--- config.mk ---
export PLATFORM = sky130hd
export DESIGN_NAME = alu_seq
export DESIGN_NICKNAME = d
export VERILOG_FILES = /design/src/rtl/alu_seq.sv
export SDC_FILE = /design/constraint.sdc
export NUM_CORES = 1
export LEC_CHECK = 0
export ABC_AREA = 1
export CAP_MARGIN = 0
export CORE_UTILIZATION = 51
export CTS_CLUSTER_SIZE = 16
export DETAILED_ROUTE_END_ITERATION = 6
export PLACE_DENSITY_LB_ADDON = 0.05
export SYNTH_ARGS = -nofsm -noshare
export SYNTH_HDL_FRONTEND = slang
export SYNTH_SLANG_ARGS = --single-unit
--- constraint.sdc ---
create_clock -name clk -period 2.05 [get_ports clk]
set_clock_uncertainty 0.05 [all_clocks]
set_input_delay 0.5125 -clock clk [delete_from_list [all_inputs] [get_ports clk]]
set_output_delay 0.5125 -clock clk [all_outputs]
set_load 0.1 [all_outputs]
--- src/rtl/alu_seq.sv ---
// Purpose : W-bit handshaked ALU, 8 single-cycle ops, shift-add unsigned multiply, illegal-opcode flag.
// Latency : non-mul result registered on the accept edge; mul result W edges after accept.
// Backpr. : in_ready drops while busy or while an unconsumed result is held; result holds until out_ready.
module alu_seq #(
    parameter int W  = 4,
    parameter int CW = $clog2(W + 1)
) (
    input  logic         clk,
    input  logic         rst_n,
    input  logic         in_valid,
    output logic         in_ready,
    input  logic [W-1:0] a,
    input  logic [W-1:0] b,
    input  logic [3:0]   sel,
    output logic         out_valid,
    input  logic         out_ready,
    output logic [W-1:0] s,
    output logic         carry,
    output logic         zero,
    output logic         overflow,
    output logic         err,
    output logic         busy
);

    localparam logic [3:0] OP_ADD = 4'd0;
    localparam logic [3:0] OP_SUB = 4'd1;
    localparam logic [3:0] OP_NOT = 4'd2;
    localparam logic [3:0] OP_AND = 4'd3;
    localparam logic [3:0] OP_OR  = 4'd4;
    localparam logic [3:0] OP_XOR = 4'd5;
    localparam logic [3:0] OP_SLT = 4'd6;
    localparam logic [3:0] OP_EQ  = 4'd7;
    localparam logic [3:0] OP_MUL = 4'd8;

    typedef enum logic [0:0] {
        ST_IDLE = 1'b0,
        ST_MUL  = 1'b1
    } state_t;

    state_t         state;
    state_t         state_nxt;

    logic [2*W-1:0] mcand;
    logic [2*W-1:0] acc;
    logic [2*W-1:0] acc_step;
    logic [W-1:0]   mplier;
    logic [CW-1:0]  cnt;

    logic           accept;
    logic           accept_mul;
    logic           accept_alu;
    logic           mul_last;

    logic [W:0]     add_w;
    logic [W:0]     sub_w;
    logic [W-1:0]   alu_s;
    logic           alu_c;
    logic           alu_o;
    logic           alu_e;

    assign busy       = (state == ST_MUL);
    assign in_ready   = rst_n && !busy && (!out_valid || out_ready);
    assign accept     = in_valid && in_ready;
    assign accept_mul = accept && (sel == OP_MUL);
    assign accept_alu = accept && (sel != OP_MUL);
    assign mul_last   = busy && (cnt == CW'(W - 1));

    // Shared adder paths; subtraction is a + ~b + 1 so carry-out set means no borrow.
    assign add_w    = {1'b0, a} + {1'b0, b};
    assign sub_w    = {1'b0, a} + {1'b0, ~b} + (W + 1)'(1);
    assign acc_step = mplier[0] ? (acc + mcand) : acc;

    // Single-cycle result and flags for every opcode except multiply.
    always_comb begin
        alu_s = '0;
        alu_c = 1'b0;
        alu_o = 1'b0;
        alu_e = 1'b0;
        case (sel)
            OP_ADD: begin
                alu_s = add_w[W-1:0];
                alu_c = add_w[W];
                alu_o = (a[W-1] == b[W-1]) && (add_w[W-1] != a[W-1]);
            end
            OP_SUB: begin
                alu_s = sub_w[W-1:0];
                alu_c = !sub_w[W];
                alu_o = (a[W-1] != b[W-1]) && (sub_w[W-1] != a[W-1]);
            end
            OP_NOT: alu_s = ~a;
            OP_AND: alu_s = a & b;
            OP_OR:  alu_s = a | b;
            OP_XOR: alu_s = a ^ b;
            OP_SLT: alu_s = {{(W-1){1'b0}}, ($signed(a) < $signed(b))};
            OP_EQ:  alu_s = {{(W-1){1'b0}}, (a == b)};
            OP_MUL: alu_s = '0;
            default: alu_e = 1'b1;
        endcase
    end

    // State register.
    always_ff @(posedge clk) begin
        if (!rst_n) begin
            state <= ST_IDLE;
        end else begin
            state <= state_nxt;
        end
    end

    // Next state: enter MUL on a multiply accept, leave after the W-th step.
    always_comb begin
        state_nxt = state;
        case (state)
            ST_IDLE: if (accept_mul) state_nxt = ST_MUL;
            ST_MUL:  if (mul_last)   state_nxt = ST_IDLE;
            default: state_nxt = ST_IDLE;
        endcase
    end

    // Multiply datapath: load on accept, then one multiplier bit per edge.
    always_ff @(posedge clk) begin
        if (!rst_n) begin
            mcand  <= '0;
            acc    <= '0;
            mplier <= '0;
            cnt    <= '0;
        end else if (accept_mul) begin
            mcand  <= {{W{1'b0}}, a};
            acc    <= '0;
            mplier <= b;
            cnt    <= '0;
        end else if (busy) begin
            acc    <= acc_step;
            mcand  <= mcand << 1;
            mplier <= mplier >> 1;
            cnt    <= cnt + CW'(1);
        end
    end

    // Output slot: a new completion overwrites, a consume without completion empties it.
    always_ff @(posedge clk) begin
        if (!rst_n) begin
            out_valid <= 1'b0;
            s         <= '0;
            carry     <= 1'b0;
            zero      <= 1'b0;
            overflow  <= 1'b0;
            err       <= 1'b0;
        end else if (accept_alu) begin
            out_valid <= 1'b1;
            s         <= alu_s;
            carry     <= alu_c;
            zero      <= (alu_s == '0);
            overflow  <= alu_o;
            err       <= alu_e;
        end else if (mul_last) begin
            out_valid <= 1'b1;
            s         <= acc_step[W-1:0];
            carry     <= 1'b0;
            zero      <= (acc_step[W-1:0] == '0);
            overflow  <= |acc_step[2*W-1:W];
            err       <= 1'b0;
        end else if (out_valid && out_ready) begin
            out_valid <= 1'b0;
        end
    end

endmodule
* Word-level counts from Yosys, hierarchy flattened
Index checks and enable logic that the tools add are counted.
** Word-level totals
- Logic and storage cells :: 86
- Flip-flop bits (word level) :: 33
- Output and inout bits :: 11
** Cells by class
- Reductions and logical operators :: 22
- Order comparisons :: 1
- $add $sub $neg :: 5
- Bitwise logic cells :: 7
- Equal/unequal tests :: 15
- Multiplexer cells :: 24
** Operator list (number)
- case mux 4 bit (8 select lines) :: 1
- two-way mux 4 bit :: 6
- == test 4 x 3 -> 1 bit, second input constant :: 4
- two-way mux 1 bit :: 13
- zero test 4 bit :: 3
- adder 4 x 4 -> 5 bit :: 2
- logical AND 1 bit :: 9
- OR reduction 9 bit :: 1
- adder 8 bit :: 1
- == test 4 x 2 -> 1 bit, second input constant :: 2
- two-way mux 8 bit :: 1
- inverter 4 bit :: 2
- case mux 1 bit (2 select lines) :: 3
- adder 5 x 1 -> 5 bit, second input constant :: 1
- AND 4 bit :: 1
- == test 4 x 1 -> 1 bit, second input constant :: 1
- == test 4 bit :: 1
- == test 4 bit, second input constant :: 1
- less-than comparator 4 bit :: 1
- != test 4 bit, second input constant :: 1
- bitwise OR 4 bit :: 1
- nonzero test 2 bit :: 2
- OR reduction 4 bit :: 1
- XOR 4 bit :: 1
- 9 further kinds :: 14

* Longest topological paths before layout
Gate-level depths: netlist of run 1.
- Depth after elaboration :: 7
- Depth in mapped cells :: 13
- Depth with buffers taken out :: 12

* Worst setup path before layout of run 1
OpenSTA, ideal clock, no wires.
- Path type :: flip-flop to flip-flop
- Start :: register state, in the netlist busy
- End :: register acc[5]
- Path buffers :: 0
- Cell stages (with the launch flop) :: 9
- Arrival time :: 2.413 ns
- Data required time :: 1.889 ns
- Path slack :: -0.524 ns
- Cells stage by stage :: dfxtp_1 nor3_4 nand2_2 nor2_8 nor2_4 inv_4 nor2_1 o21ai_2 inv_2
** On the way
- Cells in the longest elaborated chain, start to end :: 6
** RTL lines
- start, declared :: line 40 : state_t state;
- start signal, assigned :: line 106 : state <= state_nxt;
- zero test 1 bit :: line 62 : assign in_ready = rst_n && !busy && (!out_valid || out_ready);
- logical AND 1 bit (2 in a row) :: line 62
- via in_ready :: line 11 : output logic in_ready,
- logical AND 1 bit :: line 63 : assign accept = in_valid && in_ready;
- logical AND 1 bit :: line 64 : assign accept_mul = accept && (sel == OP_MUL);
- OR reduction 2 bit (no line)
- end signal, assigned :: line 133 : acc <= acc_step;
- end, declared :: line 44 : logic [2*W-1:0] acc;
The timed path passes the listed nets, and every way through them passes these cells.
A chain may end at the register's enable or synchronous reset.

* Worst setup path in the final report of run 1
- Start :: register mcand[0]
- End :: register s[2]
** On the way
- Cells in the longest elaborated chain, start to end :: 4
** RTL lines
- start, declared :: line 43 : logic [2*W-1:0] mcand;
- start signal, assigned :: line 128 : mcand <= {{W{1'b0}}, a};
- start signal, assigned :: line 134 : mcand <= mcand << 1;
- adder 8 bit :: line 71 : assign acc_step = mplier[0] ? (acc + mcand) : acc;
- two-way mux 8 bit :: line 71
- two-way mux 4 bit :: line 156 : end else if (mul_last) begin
- two-way mux 4 bit :: line 149 : end else if (accept_alu) begin
- end signal, assigned :: line 151 : s <= alu_s;
- end signal, assigned :: line 158 : s <= acc_step[W-1:0];
- end, declared :: line 17 : output logic [W-1:0] s,
No other way between the ends. The select of a mux whose other input is x is not followed.

==> results of run 1 <==
what timing repair did:
action,4_1_cts,5_1_grt
endpoints found under the setup margin,9,14
hold buffers,0,0
setup buffers,1,1
gates resized for setup,20,28
pin swaps,10,12
cell usage in the layout (no fill, tap or decap), types with 2 or more instances in the layout:
cell,n
nor2_4,2
nor2_2,6
or2_2,3
ha_1,16
inv_2,5
a21oi_1,23
o21ai_1,8
a31oi_1,7
buf_6,2
buf_12,10
a21oi_2,2
dfxtp_1,31
dlygate4sd2_1,3
clkbuf_8,6
o211ai_1,8
dfxtp_4,2
o22ai_1,2
buf_4,46
ha_4,3
xnor2_1,4
or2_4,2
nand3_1,22
nor3_4,2
xor2_1,2
inv_4,2
clkdlybuf4s50_1,5
o21ai_0,12
clkbuf_2,4
ha_2,2
dlymetal6s2s_1,3
inv_1,48
fa_2,2
nand2_1,106
nor2_1,23
nand2_2,2
nand4_1,6
state kept, by name, indices dropped and copies added (netlist names):
register / count
cnt: 3
s: 4
overflow: 1
acc: 8
mcand: 8
busy: 1
mplier: 4
err: 1
zero: 1
carry: 1
out_valid: 1
through the flow:
stage | worst slack [ns] | total power [W] | setup TNS [ns] | utilization [%]
final | 0.0321 | 0.00176 | 0 | 76.6
after global routing | -0.00558 | 0.00183 | -0.00668 | 76.6
after CTS | -0.00618 | 0.00175 | -0.00618 | 75.1
after detailed placement | -0.619 | 0.00110 | -8.78 | 71.7
after global placement | -0.576 | 0.00110 | -8.63 | 71.7
after floorplan | -0.248 | 0.000911 | -5.23 | -
final timing paths:
path / from / slack [ns] / end
min: mplier[3]$_SDFFE_PN0P_ / 0.42 / mplier[3]$_SDFFE_PN0P_
max reg2reg: mcand[0]$_SDFFE_PN0P_ / 0.03 / s[2]$_SDFFE_PN0P_
max: mcand[0]$_SDFFE_PN0P_ / 0.03 / s[2]$_SDFFE_PN0P_
min reg2reg: mplier[3]$_SDFFE_PN0P_ / 0.42 / mplier[3]$_SDFFE_PN0P_
power breakdown:
part	internal (W)	total, W	switching (W)
Sequential	0.000652	0.000666	0.0000141
Clock	0.000396	0.000647	0.000251
Combinational	0.000191	0.000450	0.000260
Total	0.00124	0.00176	0.000524
synthesized netlist by cell type, types with 3 or more instances:
master	count
nor3_1	3
a21oi_1	25
dfxtp_1	33
nor2_1	28
o211ai_1	8
inv_1	53
nand4_1	6
xnor2_1	4
a31oi_1	7
o21ai_0	19
clkbuf_1	4
nand2_1	106
ha_1	21
fa_1	3
nand3_1	23
or2_2	5
final cells by class:
cell class / count / area, µm²
well taps: 52 / 65.1
repair buffers: 73 / 702
clock buffers: 7 / 86.3
fillers: 359 / 1050
multi-input cells: 277 / 1660
flip-flops and latches: 33 / 668
inverters: 57 / 236
clock inverters: 1 / 30.0
routing by layer:
layer  up-vias  track usage [%]  share of wire [%]
li1       1358                -                  -
met1      1173             37.1                 45
met2        76             48.3                 48
met3        10             3.38                5.0
met4         0             8.71                1.6
met5         -                0                  0
worst reg2reg max path: stages (launching register included):
cell     delay [ns]
dfxtp_1        0.32
ha_1           0.23
fa_1           0.48
xnor2_1        0.24
o21ai_1        0.14
buf_4          0.16
o21ai_0        0.18
a21oi_1        0.10
cell families (layout without fill, tap and decap cells):
| kind of cell | count (synthesis) | in the layout | share of synthesized area, % |
|---|---|---|---|
| AND/OR/NAND/NOR | 183 | 183 | 33.4 |
| AO/OA/AOI/OAI | 64 | 64 | 14.5 |
| buffers and inverters | 63 | 138 | 10.0 |
| flip-flops | 33 | 33 | 26.8 |
| adder cells (fa/ha/maj) | 24 | 24 | 13.1 |
| XOR/XNOR | 6 | 6 | 2.13 |
==> results by group, run 1 <==
Route
  • DRT Pass-1 Iters: 5
  • Routed wire length: 6540 µm
  • DR iter-0 viols: about 190
  • Antenna-violating nets left: 0
  • Wire per inst: 13.1 µm
  • Vias per cell: between 5 and 6
  • DRC Markers: 0
  • Vias: 2617

Synthesis
  • Async S/R FF share, synth: 0%
  • Number of synthesized flops with an enable pin: 0
  • Synth Instances: ~370
  • Syn avg cell area: 6.60 µm²
  • Syn Nets: 413
  • Share of the synthesized area in the top cell type: 26.8%
  • Area contributors post-synth: dfxtp_1 27%, nand2_1 16%, ha_1 11%
  • YS warnings: 0
  • Yosys cell types: 35
  • Synthesized area: 2460 µm²
  • Sequential element share of the synthesized area: a little over a quarter
  • Yosys reg bits: 33
  • Area leader, netlist: dfxtp_1
  • Primary FF master, synth: dfxtp_1

Critical path
  • Critical path arrival: between 2 and 2.5 ns
  • Crit path cell chain: ha_1 > fa_1 > xnor2_1 > o21ai_1 > buf_4 > o21ai_0 > a21oi_1
  • CP Capture Type: register
  • Worst path bufs/invs: 1
  • Reg2Reg Depth: 7
  • WP depth: 7
  • Startpoint types: register
  • Crit path max-delay cell type: fa_1
  • Critical Path Max Stage Delay: between 0.4 and 0.5 ns
  • Top Family by Delay on Critical Path: adder cells
  • Max Fanout on Critical Path: 3
  • Setup Crit Path Kind: register to register
  • WP data required: 2.17 ns

Timing
  • Max Slew Vio Count: 0
  • Fmax: 0.496 GHz
  • Final Cycle Share: 98.4%
  • Period minus WS final: slightly above 2 ns
  • Worst slew margin: between 60 and 70%
  • Final number of setup-violating endpoints: 0
  • WHS: 0.422 ns
  • Hold Vio Cnt, Final: 0
  • Worst slew pin tran: 0.534 ns

Hold path
  • Hold path cells: 2
  • Min-delay worst type: register to register

Run
  • Max-cap violations: 0

Layout
  • Fraction of layout instances using a drive strength above 1: 25.2%
  • Area Overhead vs Synth: 40.0%
  • Post-route design area: 3450 µm²
  • Final nets: 487
  • Ant. Diodes: 0
  • Layout Cells excl Fill: 500

Place
  • DP HPWL: 5150 µm
  • GP Congestion: between 0.9 and 1
  • Port-buffer cells: 26
  • Area after DPL: 3230 µm²
  • Placed insts: 490

Clock network
  • Number of clock sinks: 33
  • H-tree Lvls: 2
  • Root buffer cell: clkbuf_8
  • Max clock buf depth: 2
  • Clk Latency, worst-skew pair: 0.29 ns
  • TritonCTS clock tree: done
  • Clock transition at path regs: approximately 0.07 ns
  • Number of clock buffers inserted by TritonCTS: 5

Run status
  • Status: completed

Power and ir drop
  • Static Leak: 1.67 nW
  • Power Dens Cells: between 500 and 600 nW/µm²
  • Peak VDD IR: 0.000443 V

Floorplanning
  • Initial core utilization: 54.7%
  • Die X: 71.5 µm
  • Num rows: 24
  • Core area: 4500 µm²
  • I/O Pins: 27
  • Die H: 71.5 µm
  • Die area: 5110 µm²

GRT
  • GRT overflow: 0
  • Vias in the first global route: 2421
  • First-pass GRT wire length: 11100 µm
  • Initial antenna violation count: 0
  • Total track usage: 28.1%
  • Largest net degree at the start of global routing: 18
No activity file was read; power rests on OpenSTA's default activity.
==> run 2, diff against run 1 <==
--- a/config.mk
+++ b/config.mk
@@ -11,6 +11,8 @@
 export CTS_CLUSTER_SIZE = 16
 export DETAILED_ROUTE_END_ITERATION = 6
 export PLACE_DENSITY_LB_ADDON = 0.05
+export SKIP_CTS_REPAIR_TIMING = 1
 export SYNTH_ARGS = -nofsm -noshare
 export SYNTH_HDL_FRONTEND = slang
 export SYNTH_SLANG_ARGS = --single-unit
+export TNS_END_PERCENT = 1
==> run 2 against run 1 <==
Effect of this change: non-clock buffer count is 3 higher; first-iteration DRC count is 2.7% higher; utilization is 0.69 points lower; sequential cell count stayed put; hold slack worse by 0.0058 ns; register-to-register slack better by 0.06 ns; highest routed layer unchanged; sequential power hardly changed; worst setup slack better by 0.026 ns.
==> results by group, run 2 (synthesis gave the netlist of run 1 again) <==
Run status
  • Status: completed

Route
  • Routed wire length: 6780 µm (+3.6%)
  • Wire per inst: 13.5 µm (+3.0%)
  • Vias per cell: 5.44 (+3.9%)
  • Antenna-violating nets left: 0 (unchanged)
  • Vias: 2736 (+4.5%)
  • DRC Markers: 0 (unchanged)
  • DRT Pass-1 Iters: 5 (unchanged)
  • DR iter-0 viols: 193 (+2.7%)

Timing
  • Worst slew pin tran: 0.370 ns (-0.164 ns)
  • Period minus WS final: 1.99 ns (-0.0263 ns)
  • Final number of setup-violating endpoints: 0 (unchanged)
  • Setup TNS: 0 ns (unchanged)
  • WHS: 0.416 ns (-0.00582 ns)
  • Max Slew Vio Count: 0 (unchanged)
  • Final Cycle Share: 97.1% (-1.3 points)
  • Final setup margin: 0.0584 ns (+0.0263 ns)
  • Fmax: 0.502 GHz (+1.3%)
  • Worst slew margin: 75.3% (+11 points)
  • Unrepaired setup endpoints after global routing: yes
  • Hold Vio Cnt, Final: 0 (unchanged)

Layout
  • Layout Cells excl Fill: 503 (+0.60%)
  • Most frequent cells in the layout: 104 x nand2_1, 51 x buf_4, 48 x inv_1
  • Commonest non-fill, non-tap cell in the layout: nand2_1
  • Final Core Density: 75.9% (-0.69 points)
  • Biggest regs: acc (8), mcand (8)
  • Final nets: 490 (+0.62%)
  • Ant. Diodes: 0 (unchanged)
  • Fraction of layout instances using a drive strength above 1: 25.1% (-0.17 points)
  • Multi-input logic area: 1630 µm² (-2.1%)
  • Filler cells: 363 (+1.1%)
  • Sequential Area: 668 µm² (unchanged)
  • Area Overhead vs Synth: 38.8%

Critical path
  • CP Capture Type: register
  • Crit path max-delay cell type: fa_2
  • Top Family by Delay on Critical Path: simple AND/OR/NAND/NOR gates
  • Max Fanout on Critical Path: 2 (-1)
  • Critical Path Max Stage Delay: 0.33 ns (-0.15 ns)
  • WP data required: 2.22 ns (+0.05 ns)
  • Worst path bufs/invs: 1 (unchanged)
  • Crit path cell chain: dlymetal6s2s_1 > ha_2 > fa_2 > or2_2 > nand3_1 > o211ai_1 > nor2_1 > nand3_1 > nor2_1 > nand2_1 > a21oi_1
  • Reg2Reg Depth: 8 (+1)
  • Critical path arrival: 2.16 ns (+0.02 ns)
  • WP depth: 11 (+4)
  • Setup Crit Path Kind: primary input to register
  • Startpoint types: primary input

Clock network
  • Root buffer cell: clkbuf_8
  • TritonCTS clock tree: done
  • H-tree Lvls: 2 (unchanged)
  • Clk Latency, worst-skew pair: 0.29 ns (about the same)
  • Number of clock buffers inserted by TritonCTS: 5 (unchanged)
  • Max clock buf depth: 2 (unchanged)
  • Number of clock sinks: 33 (unchanged)
  • Clock transition at path regs: 0.07 ns (about the same)

Floorplanning
  • Core area: 4500 µm² (unchanged)
  • I/O Pins: 27 (unchanged)
  • Num rows: 24 (unchanged)
  • Initial core utilization: 54.7% (unchanged)
  • Die H: 71.5 µm (unchanged)
  • Die X: 71.5 µm (unchanged)
  • Die area: 5110 µm² (unchanged)

GRT
  • Initial antenna violation count: 0 (unchanged)
  • Total track usage: 28.1% (+0.044 points)
  • Largest net degree at the start of global routing: 31 (+13)
  • First-pass GRT wire length: 11400 µm (+2.6%)
  • Vias in the first global route: 2437 (+0.66%)
  • GRT overflow: 0 (unchanged)

Power and ir drop
  • Peak VDD IR: 0.000406 V (-8.4%)
  • Static Leak: 1.70 nW (+1.9%)
  • Power Dens Cells: 469 nW/µm² (-8.3%)

Run
  • Max-cap violations: 0 (unchanged)

Hold path
  • Min-delay worst type: register to register
  • Hold path cells: 2 (unchanged)

Place
  • DP HPWL: 5310 µm (+3.1%)
  • GP Congestion: 0.895 (-1.7%)
  • Port-buffer cells: 26 (unchanged)
  • Placed insts: 492 (+0.41%)
  • Dpl ws: -0.653 ns (-0.0346 ns)
[run 2: cell count changes in the layout (fill, tap and decap cells not counted), moves of 3 or more]
cell	change
o21ai_1	-5
buf_4	+5
o21ai_0	+5
dlygate4sd2_1	-3
clkbuf_2	-3
dlymetal6s2s_1	+5
[run 2: per-layer routing]
metal / vias up / routed length, µm / global-route usage, %
li1: 1366 / - / -
met1: 1239 / 3160 / 38.9
met2: 113 / 3150 / 46.3
met3: 18 / 332 / 3.94
met4: 0 / 133 / 7.41
met5: - / 0 / 0
[run 2: worst paths after layout]
| check | start | endpoint | slack [ns] |
|---|---|---|---|
| worst max-delay path | b[0] | zero$_SDFFE_PN0P_ | 0.06 |
| worst min-delay path | mplier[3]$_SDFFE_PN0P_ | mplier[3]$_SDFFE_PN0P_ | 0.42 |
| worst max register to register | mcand[0]$_SDFFE_PN0P_ | zero$_SDFFE_PN0P_ | 0.09 |
| worst min register to register | mplier[3]$_SDFFE_PN0P_ | mplier[3]$_SDFFE_PN0P_ | 0.42 |
[run 2: layout make-up]
type / count / area share, %
multi-input combinational: 277 / 47.6
timing repair buffer: 76 / 21.6
sequential: 33 / 19.5
inverter: 57 / 6.84
clock buffer: 5 / 2.01
tap: 52 / 1.90
clock inverter: 3 / 0.476
[run 2: stage by stage]
step	total power, W	area, µm²
final	0.00160	3420
after global routing	0.00167	3420
after CTS	0.00158	3310
after detailed placement	0.00110	3220
after global placement	0.00110	3220
after floorplan	0.000908	2490
[run 2: report_power, final]
part	switching (W)	internal, W	total [W]
clock network	0.000254	0.000235	0.000489
logic	0.000261	0.000189	0.000450
registers	0.0000120	0.000652	0.000664
[run 2: worst reg2reg max path: cells and delay by family, from the launching register on]
kind	cells	cell delay, ns
DFF	1	0.35
adders and majority gates	2	0.61
AOI/OAI and AO/OA	3	0.34
and+or+nand+nor	3	0.55
==> variant 1 (flow settings as in run 2) <==
Change the parameter `W` from 4 to 2.
--- a/src/rtl/alu_seq.sv
+++ b/src/rtl/alu_seq.sv
@@ -4,3 +4,3 @@
 module alu_seq #(
-    parameter int W  = 4,
+    parameter int W  = 2,
     parameter int CW = $clog2(W + 1)
Interface: changed (resized a, b and s); port bits go from 27 to 21. No check against the original RTL was run, so the function may have changed too.
==> variant 1 against run 2 <==
Routed wire length is 49% lower; design area is 42% lower; clock power is 33% lower; via count is 47% lower; setup slack better by 0.024 ns; synthesized area is 40% lower; cell count is 44% lower; fmax is 1.2% higher; total power is 37% lower; global-route usage is 4.4 points lower; sequential cell count is 13 lower; critical path type unchanged; largest cell class unchanged.
==> variant 1: results (changes against run 2) <==
[detailed_routing]
wirelength_mm=3.48  ; -49%
wl_met1_mm=1.48  ; -53%
drtIter0Drc=38  ; -80%
routedWlPerCell_um=12.3  ; -8.5%
wl_met3_um=189  ; -43%
dr.pass1.iters=4  ; -1
met2_length_mm=1.69  ; -46%

[worst_setup_path]
reg2regPathDepth=7  ; -1
crit_path_top_delay_cell=fa_1
cp_max_fo=4  ; +2
cp-startpoint=b[1]
critical-path-max-stage-delay_ns=0.51  ; +0.18 ns

[logic_synthesis]
synth_common_cells=55 x nand2_1, 28 x inv_1, 21 x nor2_1
syn-num-nets=233  ; -44%
synthCells=208  ; -44%
synth_cell_types=29  ; -17%

[power]
leakagePower_nw=0.949  ; -44%
powerComb_w=0.000283  ; -37%
p_seq_w=0.000407  ; -39%
vdd_drop_max_mv=0.525  ; +29%
switchingPower_w=0.000309  ; -41%
power.density_mw_per_mm2=510  ; +8.8%

[global_routing]
grt_use_total_pct=23.8  ; -4.4 points
grt_pass1_vias=1405  ; -42%

[final_layout]
multi_input_area_share_pct=46.2  ; -1.4 points
largestRegisters=acc x4, mcand x4
nFillCells=237  ; -35%
clkCellAreaFrac_pct=2.64  ; +0.15 points
num-nets-final=277  ; -43%
seq-cell-share_pct=20.5  ; +0.93 points
buf_share_pct=22.4  ; +0.73 points
n_all_buffers=41  ; -46%
drive_above_1_share_pct=20.7  ; -4.3 points

[place]
placedInstanceArea_mm2=0.00190  ; -41%
gp_congestion=0.886  ; -0.98%
place_inst=274  ; -44%
io_buffers=20  ; -23%

[clocking]
clock_latency_ns=0.31  ; +0.02 ns
numCtsBuffers=3  ; -2

[run_status]
status=complete, no violations

variant 1: cell types whose count changed after synthesis, sizes merged, moves of 5 or more:
cell / run 2 / this run
nand2: 109 / 55
ha: 21 / 9
nor2: 32 / 26
o211ai: 8 / 1
inv: 56 / 32
nand4: 6 / 1
o21ai: 21 / 12
a31oi: 7 / 2
nand3: 24 / 16
dfxtp: 33 / 20
a21oi: 25 / 14
variant 1: metrics by stage:
step / setup slack (ns) / util (%)
final: 0.0829 / 72.9
after global routing: -0.000942 / 72.9
after CTS: -0.149 / 71.3
after detailed placement: -0.466 / 69.3
after global placement: -0.359 / 69.3
after floorplan: 0.000121 / -
variant 1: cell families (layout without fill, tap and decap cells):
| kind of cell | count (synthesis) | after routing | share of synthesized area, % |
|---|---|---|---|
| flip-flops | 20 | 20 | 27.3 |
| AO/OA/AOI/OAI | 32 | 32 | 12.4 |
| buffers and inverters | 35 | 78 | 11.2 |
| AND/OR/NAND/NOR | 104 | 104 | 33.7 |
| adder cells (fa/ha/maj) | 13 | 13 | 13.1 |
| XOR/XNOR | 4 | 4 | 2.39 |
variant 1: worst min path at each step:
| stage | end | slack, ns | cells after the start | startpoint |
|---|---|---|---|---|
| after detailed placement | mplier[1] | 0.41 | 2 | mplier[1] |
| final | mplier[1] | 0.42 | 2 | mplier[1] |
| after CTS | mplier[1] | 0.42 | 2 | mplier[1] |
| after floorplan | mplier[1] | 0.39 | 2 | mplier[1] |
| after global placement | cnt[1] | 0.40 | 2 | cnt[1] |
| after global routing | mplier[1] | 0.44 | 2 | mplier[1] |
variant 1: metal layers:
| metal | GRT usage (%) | up-vias |
|---|---|---|
| met4 | 11.8 | 0 |
| li1 | - | 745 |
| met1 | 29.2 | 648 |
| met5 | 0 | - |
| met3 | 3.95 | 12 |
| met2 | 40.3 | 55 |
==> variant 2 (settings of run 2) <==
Made on the original files. Put one more register stage on the output `overflow`, with the module's reset. The value now appears one clock later. The other outputs are not delayed to match.
--- a/src/rtl/alu_seq.sv
+++ b/src/rtl/alu_seq.sv
@@ -38,2 +38,4 @@
     } state_t;
+
+    logic overflow_s0;
 
@@ -146,3 +148,3 @@
             zero      <= 1'b0;
-            overflow  <= 1'b0;
+            overflow_s0 <= 1'b0;
             err       <= 1'b0;
@@ -153,3 +155,3 @@
             zero      <= (alu_s == '0);
-            overflow  <= alu_o;
+            overflow_s0 <= alu_o;
             err       <= alu_e;
@@ -160,3 +162,3 @@
             zero      <= (acc_step[W-1:0] == '0);
-            overflow  <= |acc_step[2*W-1:W];
+            overflow_s0 <= |acc_step[2*W-1:W];
             err       <= 1'b0;
@@ -167,2 +169,10 @@
 
+    always_ff @(posedge clk) begin
+        if (!rst_n) begin
+            overflow <= '0;
+        end else begin
+            overflow <= overflow_s0;
+        end
+    end
+
 endmodule
Check against the original RTL: not equivalent (Yosys sat finds a counterexample within 4 cycles, from zero or initial values and one cycle with rst_n low).
==> variant 2 against run 2 <==
Routed wire length down 5.0%; synthesized area increased by 0.46%; utilization is 1.5 points lower; total power is 7.6% higher; sequential cell count is 1 higher; design area fell by 2.0%; setup slack improved by 0.0061 ns; count of clock-buffer cells in the layout is the same; highest routed layer unchanged; critical path type is now reg2reg; critical endpoint unchanged.
==> variant 2: results (changes against run 2) <==
[run_status]
status=complete, no violations

[global_routing]
grt_use_total_pct=27.3  ; -0.83 points
grt_max_degree=32  ; +3.2%
grt_pass1_vias=2356  ; -3.3%
grt_pass1_wl_mm=11.0  ; -3.3%

[logic_synthesis]
synth_cell_types=33  ; -5.7%
synth_area_leaders=dfxtp_1 28%, nand2_1 16%, ha_1 11%, inv_1 7.6%, nor2_1 4.7%
ys_seq_area_share_pct=27.5  ; +0.69 points
syn-num-nets=410  ; -0.73%

[worst_setup_path]
cp_max_fo=3  ; +1
criticalPathCategory=reg2reg
crit_family=adder cells

[timing]
setup_slack_ns=0.0645  ; +0.00606 ns
worst_pin_slew_ns=0.583  ; +0.214 ns

[power]
switchingPower_w=0.000512  ; -2.9%
vdd_drop_max_mv=0.413  ; +1.8%

[place]
placedInstanceArea_mm2=0.00315  ; -2.2%
hpwl_mm=5.02  ; -5.3%
place_ws_ns=-0.568  ; +0.0852 ns
gp_congestion=0.885  ; -1.1%

[detailed_routing]
met2_length_mm=3.02  ; -4.3%
wl_met1_mm=2.95  ; -6.7%
viasPerCell=5.26  ; -3.2%

[hold_path]
min_from=overflow_s0

[final_layout]
drive_above_1_share_pct=22.4  ; -2.6 points

-- variant 2: cell count changes in the layout (fill, tap and decap cells not counted), moves of 3 or more --
cell            run 2  this run
nand3_1            23        20
a21oi_1            24        20
buf_4              51        47
nor2_1             23        30
nor2_2              7         4
-- variant 2: metrics by stage --
stage / util [%] / cells
2_1_floorplan: - / 370
5_1_grt: 74.4 / 493
4_1_cts: 72.4 / 491
6_report: 74.4 / 493
3_3_place_gp: 70.0 / 483
3_5_place_dp: 70.0 / 483
-- variant 2: tightest hold or removal path, delay by kind of cell, from the launching register on --
family,cells,cell delay (ns)
DFF,1,0.31
and+or+nand+nor,1,0.06
buffers and inverters,1,0.03
-- variant 2: power groups by stage --
stage	Clock, W	Combinational [W]	Sequential [W]
final	0.000608	0.000430	0.000688
after global routing	0.000645	0.000464	0.000689
after CTS	0.000610	0.000414	0.000688
after detailed placement	0	0.000412	0.000703
after global placement	0	0.000407	0.000703
after floorplan	0	0.000163	0.000770
-- variant 2: cells by family after synthesis --
logic type,Yosys count,synth area share [%]
simple gates,182,32.8
compound gates,62,14.1
buf+inv,61,10.1
flops,34,27.5
fa+ha+maj,24,13.0
xor+xnor,7,2.48
-- variant 2: cell type report --
class,instances,area [µm²]
multi-input cells,275,1600
fillers,383,1150
flip-flops and latches,34,683
repair buffers,70,681
inverters,54,213
clock buffers,5,68.8
well taps,52,65.1
clock inverters,3,40.0
-- variant 2: per-layer routing --
metal	up-vias	GRT usage (%)
met5	-	0
met3	10	4.78
met2	83	44.0
met1	1162	38.5
met4	0	5.45
li1	1340	-
-- variant 2: how the worst min path moves through the flow --
stage / to / slack, ns / depth (start not counted)
final: overflow / 0.38 / 2
after global routing: overflow / 0.42 / 2
after CTS: overflow / 0.38 / 2
after global placement: overflow / 0.37 / 2
after floorplan: overflow / 0.35 / 2
after detailed placement: overflow / 0.37 / 2
